<file path="config.mk">
export PLATFORM = sky130hd
export DESIGN_NAME = elevator_call_scheduler_flat
export DESIGN_NICKNAME = d
export VERILOG_FILES = /design/src/rtl/elevator_call_scheduler_if.sv /design/src/rtl/elevator_call_scheduler.sv /design/src/flat_wrapper.sv
export SDC_FILE = /design/constraint.sdc
export NUM_CORES = 1
export LEC_CHECK = 0
export CAP_MARGIN = 25
export CORE_ASPECT_RATIO = 0.7
export CORE_MARGIN = 1
export CORE_UTILIZATION = 57
export CTS_CLUSTER_SIZE = 30
export DETAILED_ROUTE_END_ITERATION = 8
export MAX_ROUTING_LAYER = met4
export PLACE_DENSITY = 0.81
export SYNTH_ARGS = -nofsm -noshare
export SYNTH_HDL_FRONTEND = slang
export SYNTH_SLANG_ARGS = --single-unit
export TNS_END_PERCENT = 30
</file>
<file path="constraint.sdc">
create_clock -name clk -period 3.1 [get_ports clk]
set_input_delay 0.62 -clock clk [delete_from_list [all_inputs] [get_ports clk]]
set_output_delay 0.62 -clock clk [all_outputs]
set_load 0.05 [all_outputs]
</file>
<file path="src/rtl/elevator_call_scheduler_if.sv">
// Move-command channel between the call scheduler and the stepper-motor drive.
interface elevator_call_scheduler_if;
    logic        mv_valid;
    logic        mv_ready;
    logic        mv_dir;
    logic [15:0] mv_steps;
    logic        mv_done;

    modport master (output mv_valid, mv_dir, mv_steps, input mv_ready, mv_done);
    modport slave  (input mv_valid, mv_dir, mv_steps, output mv_ready, mv_done);
endinterface

</file>
<file path="src/rtl/elevator_call_scheduler.sv">
// SCAN call scheduler: latches floor calls, issues one move per call to the motor drive,
// then holds the door open for a dwell interval before serving the next call.
module elevator_call_scheduler #(
    parameter int unsigned NUM_FLOORS      = 3,
    parameter int unsigned STEPS_PER_FLOOR = 5688,
    parameter int unsigned DWELL_CYCLES    = 10000000,
    localparam int unsigned FLOOR_W        = (NUM_FLOORS > 1) ? $clog2(NUM_FLOORS) : 1
) (
    input  logic                      clk,
    input  logic                      reset_p,
    input  logic [NUM_FLOORS-1:0]     call_pulse,
    elevator_call_scheduler_if.master mv,
    output logic [NUM_FLOORS-1:0]     pending,
    output logic [FLOOR_W-1:0]        cur_floor,
    output logic                      door_open,
    output logic                      busy
);

    localparam int unsigned CNT_W   = (DWELL_CYCLES > 1) ? $clog2(DWELL_CYCLES) : 1;
    localparam int unsigned STEPS_W = 16;

    typedef enum logic [1:0] {IDLE, ISSUE, MOVE, DWELL} state_t;

    state_t                state_q, state_d;
    logic [NUM_FLOORS-1:0] pending_q, pending_d;
    logic [FLOOR_W-1:0]    cur_q, cur_d;
    logic [FLOOR_W-1:0]    target_q, target_d;
    logic                  last_dir_q, last_dir_d;
    logic                  valid_q, valid_d;
    logic                  dir_q, dir_d;
    logic [STEPS_W-1:0]    steps_q, steps_d;
    logic                  door_q, door_d;
    logic                  busy_q, busy_d;
    logic [CNT_W-1:0]      cnt_q, cnt_d;

    logic                  has_above, has_below, pick_up;
    logic [FLOOR_W-1:0]    near_above, near_below, sel_target, sel_diff;
    logic [NUM_FLOORS-1:0] latched, cur_mask;

    // Nearest pending floor above and below the current floor, then SCAN preference
    always_comb begin
        has_above  = 1'b0;
        has_below  = 1'b0;
        near_above = '0;
        near_below = '0;
        for (int i = NUM_FLOORS - 1; i >= 0; i--) begin
            if (pending_q[i] && (FLOOR_W'(i) > cur_q)) begin
                has_above  = 1'b1;
                near_above = FLOOR_W'(i);
            end
        end
        for (int i = 0; i < NUM_FLOORS; i++) begin
            if (pending_q[i] && (FLOOR_W'(i) < cur_q)) begin
                has_below  = 1'b1;
                near_below = FLOOR_W'(i);
            end
        end
        pick_up    = last_dir_q ? (has_above && !has_below) : (has_above || !has_below);
        sel_target = pick_up ? near_above : near_below;
        sel_diff   = pick_up ? (near_above - cur_q) : (cur_q - near_below);
    end

    always_ff @(posedge clk or posedge reset_p) begin
        if (reset_p) begin
            state_q    <= IDLE;
            pending_q  <= '0;
            cur_q      <= '0;
            target_q   <= '0;
            last_dir_q <= 1'b0;
            valid_q    <= 1'b0;
            dir_q      <= 1'b0;
            steps_q    <= '0;
            door_q     <= 1'b0;
            busy_q     <= 1'b0;
            cnt_q      <= '0;
        end else begin
            state_q    <= state_d;
            pending_q  <= pending_d;
            cur_q      <= cur_d;
            target_q   <= target_d;
            last_dir_q <= last_dir_d;
            valid_q    <= valid_d;
            dir_q      <= dir_d;
            steps_q    <= steps_d;
            door_q     <= door_d;
            busy_q     <= busy_d;
            cnt_q      <= cnt_d;
        end
    end

    always_comb begin
        state_d    = state_q;
        cur_d      = cur_q;
        target_d   = target_q;
        last_dir_d = last_dir_q;
        valid_d    = valid_q;
        dir_d      = dir_q;
        steps_d    = steps_q;
        door_d     = door_q;
        cnt_d      = cnt_q;
        latched    = pending_q | call_pulse;
        cur_mask   = NUM_FLOORS'(1) << cur_q;
        pending_d  = latched;

        unique case (state_q)
            IDLE: begin
                // A call (or stale latch) for the floor we are parked at just opens the door
                pending_d = latched & ~cur_mask;
                if (call_pulse[cur_q] || pending_q[cur_q]) begin
                    state_d = DWELL;
                    door_d  = 1'b1;
                    cnt_d   = CNT_W'(DWELL_CYCLES - 1);
                end else if (pending_q != '0) begin
                    state_d  = ISSUE;
                    target_d = sel_target;
                    dir_d    = !pick_up;
                    steps_d  = STEPS_W'(sel_diff) * STEPS_W'(STEPS_PER_FLOOR);
                    valid_d  = 1'b1;
                end
            end
            ISSUE: begin
                if (mv.mv_ready) begin
                    state_d    = MOVE;
                    valid_d    = 1'b0;
                    last_dir_d = dir_q;
                end
            end
            MOVE: begin
                if (mv.mv_done) begin
                    state_d             = DWELL;
                    cur_d               = target_q;
                    pending_d[target_q] = 1'b0;
                    door_d              = 1'b1;
                    cnt_d               = CNT_W'(DWELL_CYCLES - 1);
                end
            end
            DWELL: begin
                pending_d = latched & ~cur_mask;
                if (call_pulse[cur_q]) begin
                    cnt_d = CNT_W'(DWELL_CYCLES - 1);
                end else if (cnt_q == '0) begin
                    state_d = IDLE;
                    door_d  = 1'b0;
                end else begin
                    cnt_d = cnt_q - CNT_W'(1);
                end
            end
            default: state_d = IDLE;
        endcase

        busy_d = (state_d != IDLE);
    end

    assign mv.mv_valid = valid_q;
    assign mv.mv_dir   = dir_q;
    assign mv.mv_steps = steps_q;
    assign pending     = pending_q;
    assign cur_floor   = cur_q;
    assign door_open   = door_q;
    assign busy        = busy_q;

endmodule

</file>
<file path="src/flat_wrapper.sv">
// flat-port wrapper written by rule: the top's interface ports become plain ports
module elevator_call_scheduler_flat 
#(
    parameter int unsigned NUM_FLOORS      = 3,
    parameter int unsigned STEPS_PER_FLOOR = 5688,
    parameter int unsigned DWELL_CYCLES    = 10000000,
    localparam int unsigned FLOOR_W        = (NUM_FLOORS > 1) ? $clog2(NUM_FLOORS) : 1
)
  (clk, reset_p, call_pulse, pending, cur_floor, door_open, busy, mv_mv_valid, mv_mv_dir, mv_mv_steps, mv_mv_ready, mv_mv_done);
  elevator_call_scheduler_if mv_i ();
  input  logic clk;
  input  logic reset_p;
  input  logic [NUM_FLOORS-1:0] call_pulse;
  output logic [NUM_FLOORS-1:0] pending;
  output logic [FLOOR_W-1:0] cur_floor;
  output logic door_open;
  output logic busy;
  output wire logic [$bits(mv_i.mv_valid)-1:0] mv_mv_valid;
  output wire logic [$bits(mv_i.mv_dir)-1:0] mv_mv_dir;
  output wire logic [$bits(mv_i.mv_steps)-1:0] mv_mv_steps;
  input wire logic [$bits(mv_i.mv_ready)-1:0] mv_mv_ready;
  input wire logic [$bits(mv_i.mv_done)-1:0] mv_mv_done;
  assign mv_mv_valid = mv_i.mv_valid;
  assign mv_mv_dir = mv_i.mv_dir;
  assign mv_mv_steps = mv_i.mv_steps;
  assign mv_i.mv_ready = mv_mv_ready;
  assign mv_i.mv_done = mv_mv_done;
  elevator_call_scheduler #(.NUM_FLOORS(NUM_FLOORS), .STEPS_PER_FLOOR(STEPS_PER_FLOOR), .DWELL_CYCLES(DWELL_CYCLES)) u_core (.clk(clk), .reset_p(reset_p), .call_pulse(call_pulse), .mv(mv_i), .pending(pending), .cur_floor(cur_floor), .door_open(door_open), .busy(busy));
endmodule
</file>
==> results.json <==
{
  "p_seq_share_pct": 28.0,
  "tightest_slew_ns": 0.916,
  "slew_headroom_pct": 38.8,
  "period_minus_slack_ns": 2.54,
  "pin_count": 32,
  "rows": 21,
  "drive_gt1_share_pct": 12.7,
  "min_to": "u_core.cnt_q[6]",
  "p_leak_nw": 1.32,
  "clock_power_share_pct": 11.5,
  "area_growth_pct": 14.4,
  "grt_pass1_vias": 2297,
  "post_cts_buffers": 0,
  "worstPathArrival_ns": 2.72,
  "cts-root-buf": "clkbuf_8",
  "hp-class": "reg2reg",
  "grt_max_degree": 45,
  "place.gp.congestion": 0.997,
  "ctsHtreeMaxLevel": 2,
  "ff2ff_path_depth": 5,
  "grt_pass1_wl_um": 11400,
  "power_density_nw_per_um2": 1010,
  "rsz0062_at_grt": "false",
  "wl_per_cell_um": 17.7,
  "end_kind": "flip-flop",
  "yosysSeqAreaShare_pct": 38.3,
  "async_flop_share_pct": 100,
  "netlist_instances": 311,
  "peakVddDrop_uv": 720,
  "comb_power_share_pct": 60.5,
  "antenna_found_initial": 0,
  "layout.nets": 356,
  "worst_hold_path.num_cells": 1,
  "synth_top_area_share_pct": 38.3,
  "finalSetupViolations": 0,
  "hold_viol": 0,
  "post_cts_resized": 0,
  "avgSynthCellArea_um2": 9.24,
  "fp.dieW_um": 86.9,
  "drt_first_pass_iters": 5,
  "reg2reg_slack_ns": 0.56,
  "drtIter0Drc": 379,
  "synthFlopType": "dfrtp_1",
  "crit_type": "reg2reg",
  "power_switching_mw": 1.68,
  "synthTopCellsByArea": "dfrtp_1 38%, ha_1 4.8%, mux2_2 3.9%",
  "syn_area_um2": 2870,
  "r2r_end": "u_core.busy",
  "synth_edf_count": 0,
  "postCtsHoldBufs": 0,
  "final_max_slew_viol_count": 0,
  "start_util_pct": 59.8,
  "hold_slack_ns": 0.510,
  "hpwlAfterDp_um": 5080,
  "timing.rr.start": "u_core.cnt_q[7]",
  "vias": 2638,
  "clk_path_buf_depth": 2,
  "cp-start-kind": "flip-flop",
  "min_from": "u_core.cnt_q[6]",
  "ys_types": 62,
  "clk_latency_ns": 0.30,
  "yosys.area.top_type": "dfrtp_1",
  "cts_sinks": 44,
  "worstPathRequired_ns": 3.28,
  "skew_ns": 0.00323,
  "cts_buffers": 5,
  "maxClockFrequency_ghz": 0.393,
  "cts_tree": "yes",
  "clkTransAtPathRegs_ns": 0.08,
  "setup_tns_ns": 0,
  "final_antenna_net_count": 0,
  "route.detailed.drc": 0,
  "numPortBuffers": 26,
  "ys_warn_count": 0,
  "switching_share_pct": 50.6,
  "vias_per_cell": 6.47,
  "crit_fanout": 8,
  "synth-seq-cells": 44,
  "grt_usage_pct": 29.8,
  "post-route-period-util_pct": 82.0,
  "dieHeight_um": 61.4,
  "n_antenna_cell": 0,
  "synth_most_common_cell": "dfrtp_1",
  "core_area_um2": 4810,
  "status": "finished, final reports clean",
  "gr-total-overflow": 0,
  "maxCapViolCount": 0,
  "routed_wl_um": 7230,
  "die_area_um2": 5330,
  "netlist_top_cells_count": "44 x dfrtp_1, 29 x nor2_1, 21 x o21ai_0",
  "p_int_mw": 1.64
}
state kept, by name (all words and copies together) (netlist names):
signal and flops:
u_core.mv.mv_steps 6, u_core.last_dir_q 1, u_core.cur_floor 2, u_core.state_q 2, u_core.cnt_q 24, u_core.target_q 2, u_core.door_open 1, u_core.pending 3
u_core.mv.mv_dir 1, u_core.mv.mv_valid 1, u_core.busy 1
routing by layer:
layer / global-route usage (%) / share of wire (%)
met3: 7.24 / 9.8
met1: 43.1 / 48
met2: 41.1 / 41
met5: - / 0
met4: 8.57 / 1.4
metrics by stage:
stage | instance area [um^2] | setup slack [ns] | utilization (%) | instances | total power, mW
after global placement | 3190 | 0.535 | 66.4 | 400 | 2.84
after CTS | 3290 | 0.556 | 68.4 | 408 | 3.29
after detailed placement | 3190 | 0.521 | 66.4 | 400 | 2.89
final | 3290 | 0.558 | 68.4 | 408 | 3.32
after global routing | 3290 | 0.445 | 68.4 | 408 | 3.51
after floorplan | 2890 | 0.496 | - | 315 | 2.32
critical path, cell delays in order, from the launching register on:
cell     delay (ns)
dfrtp_1        0.45
or4_4          0.62
or4_4          0.60
nor3_4         0.25
a31oi_2        0.13
or3b_1         0.37
cells in the final DEF (no fill, tap or decap), types with 7 or more instances in the layout:
cell / n
nor4_1: 7
mux2_2: 10
o21ai_0: 21
inv_1: 12
nand2_1: 17
ha_1: 11
clkdlybuf4s50_1: 26
buf_4: 12
mux2i_1: 8
nor2_1: 29
a21oi_1: 17
nor3_1: 9
dfrtp_1: 44
power groups by stage:
stage,sequential (mW),combinational [mW],clock [mW]
CTS,0.921,1.98,0.388
floorplan,1.13,1.19,0
global placement,0.924,1.92,0
finish,0.929,2.01,0.382
global route,0.949,2.15,0.418
detailed placement,0.929,1.96,0
cell families after synthesis:
logic type | count (synthesis) | synth area share (%)
and+or+nand+nor | 108 | 21.4
AOI/OAI and AO/OA | 92 | 21.8
DFF | 44 | 38.3
buffers and inverters | 35 | 6.27
muxes | 18 | 6.70
adders and majority gates | 11 | 4.79
xor gates and xnor gates | 2 | 0.610
other | 1 | 0.130
how the worst max path moves through the flow:
stage / start / end / slack (ns)
final: u_core.cnt_q[7] / u_core.busy / 0.56
after global routing: u_core.cnt_q[12] / u_core.cnt_q[22] / 0.44
after CTS: u_core.cnt_q[7] / u_core.busy / 0.56
after detailed placement: call_pulse[0] / u_core.cnt_q[3] / 0.52
after global placement: call_pulse[2] / u_core.cnt_q[3] / 0.53
after floorplan: u_core.pending[2] / u_core.cnt_q[3] / 0.50
cell type report:
| cell class | instances | area, um^2 |
|---|---|---|
| Multi-Input combinational cell | 236 | 1610 |
| Fill cell | 369 | 1520 |
| Sequential cell | 44 | 1100 |
| Timing Repair Buffer | 38 | 350 |
| Tap cell | 69 | 86.3 |
| Clock buffer | 6 | 82.6 |
| Inverter | 13 | 48.8 |
| Clock inverter | 2 | 10.0 |
No activity file was read; power rests on OpenSTA's default activity.
